File: config.mk
export PLATFORM = sky130hd
export DESIGN_NAME = relu_stream_ctrl
export DESIGN_NICKNAME = d
export VERILOG_FILES = /design/src/rtl/relu_stream_ctrl.sv
export SDC_FILE = /design/constraint.sdc
export NUM_CORES = 1
export LEC_CHECK = 0
export ABC_AREA = 1
export CAP_MARGIN = 20
export CORE_MARGIN = 2
export CORE_UTILIZATION = 44
export DETAILED_ROUTE_END_ITERATION = 12
export GPL_ROUTABILITY_DRIVEN = 0
export GPL_TIMING_DRIVEN = 0
export PLACE_DENSITY = 0.77
export SYNTH_ARGS = -nofsm -noshare
export SYNTH_HDL_FRONTEND = slang
export SYNTH_SLANG_ARGS = --single-unit
File: constraint.sdc
create_clock -name clk -period 3.6 [get_ports clk]
set_clock_uncertainty 0.2 [all_clocks]
set_input_delay 0.36 -clock clk [delete_from_list [all_inputs] [get_ports clk]]
set_output_delay 0.36 -clock clk [all_outputs]
set_load 0.02 [all_outputs]
File: src/rtl/relu_stream_ctrl.sv
// relu_stream_ctrl: streams words from memory, clamps negative lanes to zero
// and writes the rectified words back, counting the clamped lanes.
module relu_stream_ctrl #(
  parameter int DIM    = 4,
  parameter int WIDTH  = 16,
  parameter int ADDR_W = 10
) (
  input  logic                   clk,
  input  logic                   rst,
  input  logic                   start,
  input  logic                   abort,
  input  logic [ADDR_W-1:0]      src_base,
  input  logic [ADDR_W-1:0]      dst_base,
  input  logic [ADDR_W:0]        num_words,
  output logic                   busy,
  output logic                   done,
  output logic                   rd_en,
  output logic [ADDR_W-1:0]      rd_addr,
  input  logic [DIM*WIDTH-1:0]   rd_data,
  output logic                   wr_en,
  output logic [ADDR_W-1:0]      wr_addr,
  output logic [DIM*WIDTH-1:0]   wr_data,
  output logic [31:0]            neg_count
);

  localparam int CW = $clog2(DIM + 1);

  typedef enum logic [1:0] {
    IDLE,
    RUN,
    DRAIN,
    DONE
  } state_t;

  state_t state;
  state_t nstate;

  logic [ADDR_W-1:0]    src;
  logic [ADDR_W-1:0]    dst;
  logic [ADDR_W:0]      nwords;
  logic [ADDR_W:0]      idx;
  logic [ADDR_W-1:0]    widx;
  logic                 rvld;
  logic                 last_rd;
  logic                 accept;
  logic                 wr_load;

  logic [DIM*WIDTH-1:0] rect;
  logic [WIDTH-1:0]     lane;
  logic [CW-1:0]        nclamp;
  logic [32:0]          nsum;
  logic [31:0]          nsat;

  assign last_rd = (idx == nwords - 1'b1);
  assign accept  = (state == IDLE) && start;
  assign wr_load = rvld && !abort
                && ((state == RUN) || (state == DRAIN));

  // Next-state selection; abort wins over any progress in RUN/DRAIN.
  always_comb begin
    nstate = state;
    unique case (state)
      IDLE: begin
        if (start) begin
          nstate = (num_words == '0) ? DONE : RUN;
        end
      end
      RUN: begin
        if (abort) begin
          nstate = IDLE;
        end else if (last_rd) begin
          nstate = DRAIN;
        end
      end
      DRAIN: begin
        if (abort) begin
          nstate = IDLE;
        end else if (!rvld) begin
          nstate = DONE;
        end
      end
      DONE: begin
        nstate = IDLE;
      end
      default: begin
        nstate = IDLE;
      end
    endcase
  end

  // State register.
  always_ff @(posedge clk) begin
    if (rst) begin
      state <= IDLE;
    end else begin
      state <= nstate;
    end
  end

  // Moore outputs; read address is forced to zero outside RUN.
  always_comb begin
    busy    = (state == RUN) || (state == DRAIN);
    done    = (state == DONE);
    rd_en   = (state == RUN);
    rd_addr = '0;
    if (state == RUN) begin
      rd_addr = src + idx[ADDR_W-1:0];
    end
  end

  // Per-lane rectification of the returning read word and clamp count.
  always_comb begin
    rect   = '0;
    lane   = '0;
    nclamp = '0;
    for (int i = 0; i < DIM; i++) begin
      lane = rd_data[i*WIDTH +: WIDTH];
      if (lane[WIDTH-1]) begin
        rect[i*WIDTH +: WIDTH] = '0;
        nclamp = nclamp + CW'(1);
      end else begin
        rect[i*WIDTH +: WIDTH] = lane;
      end
    end
  end

  // Saturating accumulation of clamped lanes.
  always_comb begin
    nsum = {1'b0, neg_count} + 33'(nclamp);
    nsat = nsum[32] ? '1 : nsum[31:0];
  end

  // Job parameters, read index and read-return valid.
  always_ff @(posedge clk) begin
    if (rst) begin
      src    <= '0;
      dst    <= '0;
      nwords <= '0;
      idx    <= '0;
      rvld   <= 1'b0;
    end else begin
      rvld <= (state == RUN) && !abort;
      if (accept) begin
        src    <= src_base;
        dst    <= dst_base;
        nwords <= num_words;
        idx    <= '0;
      end else if (state == RUN) begin
        idx <= idx + 1'b1;
      end
    end
  end

  // Write stage: registers the rectified word and updates the count.
  always_ff @(posedge clk) begin
    if (rst) begin
      wr_en     <= 1'b0;
      wr_addr   <= '0;
      wr_data   <= '0;
      widx      <= '0;
      neg_count <= '0;
    end else begin
      wr_en <= 1'b0;
      if (accept) begin
        widx      <= '0;
        neg_count <= '0;
      end else if (wr_load) begin
        wr_en     <= 1'b1;
        wr_addr   <= dst + widx;
        wr_data   <= rect;
        widx      <= widx + 1'b1;
        neg_count <= nsat;
      end
    end
  end

endmodule

Word-level counts from Yosys, hierarchy flattened:

Cells that the tools add are included.

* ROM bits: 0
* word-level logic and storage cells: 57
* memories kept: 0
* input port bits: 99
* bits in latches: 0
* bits in writable memories: 0
* flip-flop bits (word level): 162
* output and inout port bits: 120

* reductions and logical operators: 11
* equality and inequality tests: 7
* bitwise logic cells: 1
* shifts and indexed selects: 0
* muxes and demuxes: 18
* add/sub/neg operators: 9
* $mul: 0
* divide/modulo/power cells: 0
* order comparisons: 0

Operators by type and width (number)
* $mux 15: 4
* $add 32x3->33: 1
* $mux 32: 1
* $add 10x10->10: 2
* $mux 2: 6
* $add 11x1->11 const B: 1
* $eq 11x11->1: 1
* $logic_not 11->1: 1
* $sub 11x1->11 const B: 1
* $add 10x1->10 const B: 1
* $mux 10: 1
* $add 3x1->3 const B: 3
* $mux 3: 3
* $pmux 2 s4: 1
* $eq 2x2->1 const B: 2
* $logic_and 1x1->1: 4
* $ne 3x2->1 const B: 1
* $ne 3x3->1 const B: 1
* $reduce_and 3->1: 1
* $eq 2x1->1 const B: 1
* $logic_not 2->1: 1
* $mux 1: 2
* $ne 2x2->1 const B: 1
* $reduce_and 2->1: 1
* other kinds (4): 4

Longest topological paths before layout:

Gate-level depths: netlist (run 1).

* depth in word-level cells: 9
* depth in mapped cells: 21
* depth with buffers taken out: 20

Worst setup path before layout (run 1):

OpenSTA, ideal clock, no wires.

* path kind: input port to flip-flop
* start point: input port rd_data[31]
* end point: register neg_count[18]
* arrival: 3.276 ns
* library setup time: 0.133 ns
* data required time: 3.267 ns
* path buffers: 1
* slack: -0.009 ns
* stages: 20
* cells stage by stage: inv_1 clkbuf_1 ha_1 xor2_1 ha_1 inv_1 o21ai_0 inv_1 fa_1 inv_1 nand2_2 nand2_2 nand2_4 nor2_8 nand2_2 nor3_4 nand2_1 nor2_1 xor2_1 a21oi_2

* longest elaborated chain between the ends: 7

Ends and longest elaborated chain
* start: declaration: line 19 `input logic [DIM*WIDTH-1:0] rd_data,`
* $mux 3 *: line 118 `if (lane[WIDTH-1]) begin`
* $add 3x1->3: line 120 `nclamp = nclamp + CW'(1);`
* $mux 3 *: line 118
* $add 3x1->3: line 120
* $mux 3 *: line 118
* $add 32x3->33 *: line 129 `nsum = {1'b0, neg_count} + 33'(nclamp);`
* $mux 32 *: line 130 `nsat = nsum[32] ? '1 : nsum[31:0];`
* end signal: assignment: line 172 `neg_count <= nsat;`
* end: declaration: line 23 `output logic [31:0] neg_count`

Mark *: on every way between the ends. The rest lies on a longest branch, timed or not.
A chain may end at the register's enable or synchronous reset.

Final worst setup path (run 1):

Same ends and word-level chain as after synthesis.

==> metrics, run 1 <==
Inserted Diodes=0; final setup fails=0; #FFs+latches synth=158; drt first pass iters=5; area delta synth->final=37.4%; FF-to-FF End=wr_data[43]; hold_ws=0.194 ns; routed vias/inst=5.23; gate count after technology mapping=1122; DRC errors left=0; clock buffer depth=2; first-pass GRT wire length=39700 um; worst endpoint data arrival time=3.50 ns; total die area=19800 um^2; WS Path Type=input port to register; Leakage=4.72 nW; layout cells sized above 1=8.65%; io pins=219; Reg clk slew, reported paths=0.07 ns; RR Startpoint=state[0]; aggregate global-route resource usage=25.1%; Critical path origin=rd_data[31]; DR iter-0 viols=467; antenna violations before repair=0; Pwr Total=5.13 mW; wire per inst=15.4 um; pwr dens=455 nW/um^2; CP endpoint=neg_count[18]; H-tree depth=4; GR Overflow Total=0; Detail Placement HPWL=18900 um; Startpoint Class=input port; Yosys cell types=49; Fin. Hold Viols=0; Least-Margin Pin Slew=0.681 ns; R2R cell count=10; Nets=1497; Final period util=94.5%; Peak Freq=294 MHz; Seq/Total Area, Yosys=38.5%; CTS tree=built; post-route ant nets=0; number of max-cap violations=0; total clock sinks=158; CTS Buf Count=17; vias in the first global route=7956; Max VDD drop=0.000369 V; CTS root buf=clkbuf_16; max-slew violations=0; core footprint=18100 um^2; Post-Route WL=24800 um; Port-buffer cells=213; Synth Cell Area=8210 um^2; Ys Warns=0; endpoint class of the critical path=register; highest net fanout along the worst path=10; Std-Cell Rows=49; CP required=3.70 ns; Starting Density=45.2%; via count=8392; relative slew slack=54.6%; pin count of the biggest net entering global routing=17; R2R Setup Slk=0.92 ns; Die W=141 um; Clk Latency, worst-skew pair=0.43 ns; outcome=finished clean; Chip Height=141 um; Final Critical Period=3.40 ns; Hold WC Path Type=input port to register; syn avg cell area=7.31 um^2
-- per-layer routing --
metal  part of all wire (%)  global-route usage [%]
met2                     47                    41.7
met1                     42                    30.1
met5                      0                       0
met3                    9.1                    9.17
met4                    2.3                    8.58
-- stage by stage --
stage	instance area, um^2	util [%]	worst slack [ns]	instances	setup TNS, ns
3_3_place_gp	10600	58.6	-0.797	1567	-22.00
2_1_floorplan	8220	-	0.107	1125	0
4_1_cts	11200	61.9	0.0480	1600	0
3_5_place_dp	10600	58.6	-0.873	1567	-24.25
5_1_grt	11300	62.1	-0.00920	1604	-0.0172
6_report	11300	62.1	0.198	1604	0
-- power by group --
part	switching [mW]	internal [mW]	total, mW
clock	0.794	0.961	1.75
combinational	0.847	0.527	1.37
sequential	0.121	1.88	2.00
-- timing repair --
action                                  4_1_cts  5_1_grt
endpoints found under the setup margin       33       16
hold buffers                                  0        0
pin swaps                                     2        3
resized for setup                            10        6
buffers inserted                              2        4
-- worst min path at each step --
| stage | from | endpoint | cells past startpoint |
|---|---|---|---|
| after floorplan | abort | rvld | 1 |
| after global placement | wr_data[40] | wr_data[40] | 2 |
| after detailed placement | wr_data[24] | wr_data[24] | 2 |
| after CTS | rst | rvld | 2 |
| after global routing | rst | rvld | 2 |
| final | rst | rvld | 2 |
-- layout by cell type (no fill, tap or decap), types with 5 or more instances in the layout --
cell / n
nand4_1: 12
o21ai_0: 72
nand3_1: 162
dfxtp_1: 158
clkinvlp_4: 8
clkbuf_1: 30
inv_1: 89
ha_1: 31
inv_2: 7
nand2_1: 211
clkbuf_16: 17
a21oi_1: 65
buf_4: 10
nor3_1: 17
nor2_4: 8
xnor2_1: 7
clkdlybuf4s50_1: 209
a21oi_2: 14
a31oi_1: 5
xor2_1: 31
buf_2: 10
nor2_1: 115
nand2_2: 13
-- area by class of cell --
type	instances	area (um^2)
Inverter	101	384
Multi-Input combinational cell	817	4460
Clock inverter	14	135
Timing Repair Buffer	219	2190
Tap cell	229	287
Fill cell	1628	6870
Buffer	48	229
Sequential cell	158	3160
Clock buffer	18	429
-- cells by family after synthesis --
| family | share of synthesized area (%) |
|---|---|
| AO/OA/AOI/OAI | 11.6 |
| AND/OR/NAND/NOR | 32.6 |
| adder cells (fa/ha/maj) | 5.76 |
| flip-flops | 38.5 |
| XOR/XNOR | 4.06 |
| other | 0.0457 |
| buffers and inverters | 7.33 |
-- flip-flops by register name, indices dropped and copies added, names as in the netlist --
name	cells
wr_addr	10
nwords	11
neg_count	32
widx	10
state	2
dst	10
src	10
wr_en	1
wr_data	60
idx	11
rvld	1
-- critical path: stages --
cell,delay (ns)
clkdlybuf4s15_1,0.23
inv_2,0.09
clkbuf_8,0.17
ha_1,0.30
xor2_1,0.19
ha_1,0.29
inv_1,0.04
o21ai_2,0.16
inv_1,0.08
fa_1,0.38
inv_1,0.09
nand2_2,0.06
nand2_2,0.08
nand2_4,0.08
nor2_8,0.14
nand2_2,0.10
nor3_4,0.17
nand2_1,0.11
nor2_1,0.12
xor2_1,0.18
a21oi_2,0.06
-- Yosys cell counts, drive strengths merged --
| library cell | instances | area (um^2) |
|---|---|---|
| a211oi | 2 | 15.0 |
| a21o | 2 | 15.0 |
| a21oi | 79 | 448 |
| a31o | 1 | 8.76 |
| a31oi | 5 | 31.3 |
| and3 | 2 | 12.5 |
| buf | 18 | 106 |
| clkbuf | 31 | 116 |
| clkinv | 4 | 15.0 |
| conb | 1 | 3.75 |
| dfxtp | 158 | 3160 |
| fa | 3 | 60.1 |
| ha | 33 | 413 |
| inv | 97 | 364 |
| nand2 | 225 | 885 |
| nand3 | 166 | 873 |
| nand3b | 2 | 15.0 |
| nand4 | 13 | 96.3 |
| nor2 | 129 | 587 |
| nor3 | 20 | 128 |
| nor3b | 2 | 15.0 |
| nor4 | 4 | 40.0 |
| o2111ai | 1 | 8.76 |
| o211ai | 2 | 15.0 |
| o21a | 2 | 15.0 |
| o21ai | 75 | 375 |
| o21bai | 1 | 7.51 |
| o311ai | 1 | 8.76 |
| o31ai | 1 | 7.51 |
| or2 | 4 | 25.0 |
| xnor2 | 7 | 61.3 |
| xor2 | 31 | 272 |
No activity file was read; power rests on OpenSTA's default activity.
==> run 2: changes to the inputs <==
--- a/config.mk
+++ b/config.mk
@@ -5,10 +5,9 @@
 export SDC_FILE = /design/constraint.sdc
 export NUM_CORES = 1
 export LEC_CHECK = 0
-export ABC_AREA = 1
 export CAP_MARGIN = 20
 export CORE_MARGIN = 2
-export CORE_UTILIZATION = 44
+export CORE_UTILIZATION = 43
 export DETAILED_ROUTE_END_ITERATION = 12
 export GPL_ROUTABILITY_DRIVEN = 0
 export GPL_TIMING_DRIVEN = 0
==> metrics, run 2 <==
max-slew violations=0 (unchanged); CTS Buf Count=17 (unchanged); Std-Cell Rows=47 (-4.1%); Port-buffer cells=214 (+0.47%); Yosys cell types=61 (+24%); Flop pwr share=41.2% (+2.2 points); Most used DFF post-synth=dfxtp_1; Die W=134 um (-4.9%); relative slew slack=43.1% (-11 points); most common cell after layout, fill and taps aside=clkdlybuf4s50_1; Nets=1170 (-22%); antenna violations before repair=1 (+1); Layout fillers=1397 (-14%); top-area cell type share of the netlist area=43.8% (+5.2 points); final setup fails=0 (unchanged); io pins=219 (unchanged); total clock sinks=158 (unchanged); pin count of the biggest net entering global routing=19 (+2); post-route ant nets=0 (unchanged); Synth Cell Area=7230 um^2 (-12%); highest net fanout along the worst path=5 (-5); Int Power=3.19 mW (-5.3%); gate count after technology mapping=799 (-29%); Synth area leaders=dfxtp_1 44%, a22o_1 7.3%, a21oi_1 5.9%; power share of the combinational group=20.7% (-6.1 points); Leakage=3.90 nW (-17%); Chip Height=134 um (-4.9%); RR Startpoint=state[1]; CTS tree=built; #FFs+latches synth=158 (unchanged); endpoint class of the critical path=output pin; max reg flops=60 (unchanged); Starting Density=43.7% (-1.5 points); layout cells sized above 1=6.49% (-2.2 points); Reg clk slew, reported paths=0.07 ns (about the same); Seq/Total Area, Yosys=43.8% (+5.2 points); Clk network pwr share=38.2% (+4.0 points); Synth async-reset ratio=0% (unchanged); Pwr Total=4.65 mW (-9.3%); Hold WC Path Type=input port to register; final std cells w/o fill=1269 (-21%); drt first pass iters=4 (-1); Register Area=3160 um^2 (about the same); switching share of power=31.4% (-2.9 points); pwr dens=453 nW/um^2 (-0.53%); CP required=3.04 ns (-0.66 ns); sw power=1.46 mW (-17%); DR iter-0 viols=346 (-26%); number of max-cap violations=0 (unchanged); Least-Margin Pin Slew=0.851 ns (+0.170 ns); CP endpoint=rd_addr[7]; core footprint=16500 um^2 (-8.9%); Peak Freq=297 MHz (+0.87%); H-tree depth=4 (unchanged); most frequent cells in the layout=208 x clkdlybuf4s50_1, 157 x dfxtp_1, 92 x nand2_1, 84 x a21oi_1, 60 x a22o_1; DP Cell Count=1236 (-21%); R2R cell count=9 (-1); Post-Route WL=20000 um (-19%); number of setup buffers added after CTS=0 (-2); Startpoint Class=register; total die area=17900 um^2 (-9.6%); Post-synth EDFFs=0 (unchanged); routed vias/inst=5.20 (-0.55%); outcome=finished clean; clock buffer depth=2 (unchanged); Clk Latency, worst-skew pair=0.41 ns (-0.02 ns); Max VDD drop=0.000324 V (-12%); CTS root buf=clkbuf_16; Final period util=93.7% (-0.81 points); Biggest register=wr_data; FF-to-FF End=wr_data[9]; post-CTS sizing=9 (-1); DRC errors left=0 (unchanged); Largest regs=wr_data (60), neg_count (32); RSZ-0062 raised after global routing=false; Post-synth top cells=158 x dfxtp_1, 92 x nand2_1, 85 x a21oi_1; GR Overflow Total=0 (unchanged); Critical path origin=idx[0]; Ys Warns=0 (unchanged); Final Critical Period=3.37 ns (-0.0292 ns); area of the multi-input gates=3840 um^2 (-14%); Fin. Hold Viols=0 (unchanged); most common cell in the netlist=dfxtp_1; post-synth top area cell=dfxtp_1; vias in the first global route=6501 (-18%); WS Path Type=register to output pin; aggregate global-route resource usage=22.3% (-2.8 points); worst endpoint data arrival time=2.81 ns (-0.69 ns); syn avg cell area=9.05 um^2 (+24%); Detail Placement HPWL=15100 um (-20%); first-pass GRT wire length=32100 um (-19%); # hold bufs at CTS=0 (unchanged); via count=6603 (-21%); area delta synth->final=42.3%; R2R Setup Slk=0.50 ns (-0.42 ns); wire per inst=15.7 um (+1.9%)
==> run 2: cell types whose count changed after synthesis, sizes merged, moves of 6 or more <==
cell | previous run | this run
a22o | 0 | 60
xnor2 | 7 | 30
nor2 | 129 | 55
inv | 97 | 24
a21oi | 79 | 85
nand3 | 166 | 25
nand2 | 225 | 92
and3 | 2 | 11
nor3 | 20 | 14
or3 | 0 | 7
buf | 18 | 11
nor2b | 0 | 7
o21ai | 75 | 19
==> run 2: cell families (layout without fill, tap and decap cells) <==
group	Yosys count	in the layout	synth area share, %
XOR/XNOR	65	65	7.88
AO/OA/AOI/OAI	205	205	19.4
flip-flops	158	158	43.8
AND/OR/NAND/NOR	262	262	17.8
adder cells (fa/ha/maj)	36	36	6.54
multiplexers	6	6	0.848
buffers and inverters	66	312	3.79
other	1	5	0.0519
==> run 2: worst max-delay path, cell delays in order (launching register included) <==
cell and delay, ns:
dfxtp_1 0.50, ha_1 0.25, a21o_1 0.13, a21oi_1 0.08
o21bai_1 0.24, a21oi_1 0.14, o21ai_0 0.22, mux2i_1 0.20
clkdlybuf4s50_1 0.62
==> run 2: power groups by stage <==
stage	clock network (mW)	registers, mW	logic (mW)
6_report	1.78	1.92	0.962
5_1_grt	1.88	1.93	1.07
4_1_cts	1.81	1.91	0.962
3_5_place_dp	0	1.95	0.955
3_3_place_gp	0	1.95	0.936
2_1_floorplan	0	1.93	0.623
==> run 2: area by class of cell <==
cell class | instances | area share, %
inverter | 24 | 0.876
buffer | 42 | 1.81
multi-input combinational | 578 | 37.4
sequential | 158 | 30.8
timing repair buffer | 214 | 20.8
clock inverter | 15 | 1.56
antenna | 1 | 0.0243
tap | 220 | 2.68
clock buffer | 17 | 4.14
==> run 2: routing by layer <==
layer | track usage, % | up-vias | routed length (um)
met5 | 0 | - | 0
met4 | 6.44 | 0 | 196
met3 | 6.39 | 16 | 1290
met2 | 38.4 | 183 | 9650
met1 | 27.3 | 3103 | 8830
li1 | - | 3301 | -
==> run 2: worst min path at each step <==
stage | startpoint | depth (start not counted) | end | slack, ns
after global placement | wr_addr[6] | 1 | wr_addr[6] | 0.25
final | rd_data[31] | 3 | wr_data[16] | 0.24
after global routing | rd_data[15] | 3 | wr_data[0] | 0.24
after floorplan | abort | 1 | rvld | 0.24
after CTS | src[4] | 2 | src[4] | 0.26
after detailed placement | src[4] | 2 | src[4] | 0.25
==> run 2: stage by stage <==
stage                     cell area [um^2]  hold WS, ns  utilization, %  setup slack (ns)  setup TNS (ns)
after CTS                            10300        0.263            62.1            0.0217               0
after global placement                9660        0.246            58.4            -0.766          -18.45
final                                10300        0.236            62.2             0.227               0
after global routing                 10300        0.245            62.2            0.0576               0
after detailed placement              9660        0.252            58.4            -0.818          -19.75
after floorplan                       7240        0.237               -             0.186               0
==> run 3: changes to the inputs <==
--- a/config.mk
+++ b/config.mk
@@ -6,12 +6,14 @@
 export NUM_CORES = 1
 export LEC_CHECK = 0
 export CAP_MARGIN = 20
+export CELL_PAD_IN_SITES_DETAIL_PLACEMENT = 1
+export CELL_PAD_IN_SITES_GLOBAL_PLACEMENT = 2
 export CORE_MARGIN = 2
-export CORE_UTILIZATION = 43
+export CORE_UTILIZATION = 25
 export DETAILED_ROUTE_END_ITERATION = 12
 export GPL_ROUTABILITY_DRIVEN = 0
 export GPL_TIMING_DRIVEN = 0
-export PLACE_DENSITY = 0.77
+export PLACE_DENSITY_LB_ADDON = 0.1
 export SYNTH_ARGS = -nofsm -noshare
 export SYNTH_HDL_FRONTEND = slang
 export SYNTH_SLANG_ARGS = --single-unit
==> metrics, run 3 (synthesized netlist as in run 2, its figures left out) <==
pin count of the biggest net entering global routing=17 (-2); Peak Freq=299 MHz (+0.77%); core footprint=28500 um^2 (+73%); CTS root buf=clkbuf_16; Port-buffer cells=214 (unchanged); worst endpoint data arrival time=2.79 ns (-0.02 ns); Largest regs=wr_data (60), neg_count (32); highest net fanout along the worst path=5 (unchanged); Clk Latency, worst-skew pair=0.43 ns (+0.02 ns); Startpoint Class=register; aggregate global-route resource usage=16.0% (-6.4 points); DRC errors left=0 (unchanged); # hold bufs at CTS=0 (unchanged); max layer used=met5; Detail Placement HPWL=18100 um (+19%); Chip Height=174 um (+30%); clock buffer depth=2 (unchanged); met2 WL=10900 um (+13%); outcome=finished clean; Biggest register=wr_data; number of max-cap violations=0 (unchanged); routed metal-1 wirelength=11300 um (+28%); Starting Density=25.3% (-18 points); endpoint class of the critical path=output pin; routed vias/inst=4.64 (-11%); relative slew slack=43.9% (+0.72 points); wire per inst=16.8 um (+6.6%); post-route ant nets=0 (unchanged); final setup fails=0 (unchanged); max-slew violations=0 (unchanged); Met3 Routed Length=1620 um (+26%); max reg flops=60 (unchanged); layout cells sized above 1=6.78% (+0.29 points); total die area=30300 um^2 (+70%); Post-Route WL=24000 um (+20%); fin util=36.9% (-25 points); Fin. Hold Viols=0 (unchanged); DR iter-0 viols=265 (-23%); CTS Buf Count=17 (unchanged); Layout fillers=3335 (+140%); Inserted Diodes=0 (-1); Hold WC Path Type=register to register; Pwr Total=4.77 mW (+2.5%); Reg clk slew, reported paths=0.06 ns (about the same); total clock sinks=158 (unchanged); area delta synth->final=45.6%; vias in the first global route=7046 (+8.4%); pwr dens=453 nW/um^2 (+0.14%); Final period util=93.0% (-0.72 points); drt first pass iters=4 (unchanged); Die W=174 um (+30%); R2R cell count=9 (unchanged); Std-Cell Rows=62 (+32%); final std cells w/o fill=1431 (+13%); Max VDD drop=0.000258 V (-20%); CP required=3.04 ns (about the same); Leakage=3.91 nW (about the same); via count=6633 (+0.45%); Nets=1170 (unchanged); RSZ-0062 raised after global routing=false; GR Overflow Total=0 (unchanged); Hold Path Depth=2 (-1); antenna violations before repair=1 (unchanged); DP Cell Count=1400 (+13%); CTS tree=built; WS Path Type=register to output pin; Final Critical Period=3.35 ns (-0.0258 ns); io pins=219 (unchanged); Least-Margin Pin Slew=0.840 ns (-0.0108 ns); H-tree depth=4 (unchanged); most common cell after layout, fill and taps aside=clkdlybuf4s50_1; most frequent cells in the layout=209 x clkdlybuf4s50_1, 156 x dfxtp_1, 92 x nand2_1, 82 x a21oi_1, 60 x a22o_1; first-pass GRT wire length=38400 um (+20%)
## run 3: cell types whose count changed in the layout (fill, tap and decap cells not counted), sizes merged, moves of 2 or more
cell	before	now
bufinv	0	2
clkinv	4	2
inv	34	31
clkinvlp	1	3
buf	10	12
clkbuf	51	47
dlygate4sd2	1	3
## run 3: repair_timing
item                       CTS  global route
setup endpoints to repair   29            25
gates resized for setup     14             9
pin swaps                    2             0
setup buffers                1             0
## run 3: report_power, final
part / internal [mW] / switching, mW / leakage (nW)
clock network: 1.03 / 0.818 / 0.279
logic: 0.430 / 0.564 / 2.35
registers: 1.83 / 0.0919 / 1.28
## run 3: worst paths after layout
path,slack (ns),startpoint,to
hold / removal,0.26,wr_addr[3],wr_addr[3]
setup reg to reg,0.27,state[0],wr_data[28]
setup / recovery,0.25,idx[0],rd_addr[8]
hold reg to reg,0.26,wr_addr[3],wr_addr[3]
## run 3: area by class of cell
cell class                 count  area (um^2)  area share [%]
clock inverter                14          156            1.49
multi-input combinational    578         3870            36.8
timing repair buffer         215         2150            20.4
buffer                        41          185            1.76
tap                          384          480            4.57
clock buffer                  17          425            4.04
inverter                      24         90.1           0.856
sequential                   158         3170            30.1
## run 3: layer usage
layer | up-vias | global-route usage, %
met5 | - | 0
met4 | 2 | 2.91
met3 | 12 | 6.04
met2 | 149 | 25.5
met1 | 3180 | 20.7
li1 | 3290 | -
## run 3: metrics by stage
step           cell area (um^2)  worst slack, ns  setup TNS [ns]  hold WS [ns]
2_1_floorplan              7240            0.186               0         0.237
3_3_place_gp               9860           -0.848          -20.82         0.248
3_5_place_dp               9860           -0.865          -21.20         0.251
4_1_cts                   10500          0.00767               0         0.264
5_1_grt                   10500           0.0516               0         0.274
6_report                  10500            0.253               0         0.264
## run 3: worst max-delay path, stage by stage (launching register included)
cell,delay [ns]
dfxtp_2,0.37
ha_1,0.23
fa_1,0.40
a21o_1,0.18
a21oi_1,0.25
o21ba_2,0.18
o21ai_0,0.10
nand3_1,0.09
nor3b_1,0.17
dlygate4sd2_1,0.38
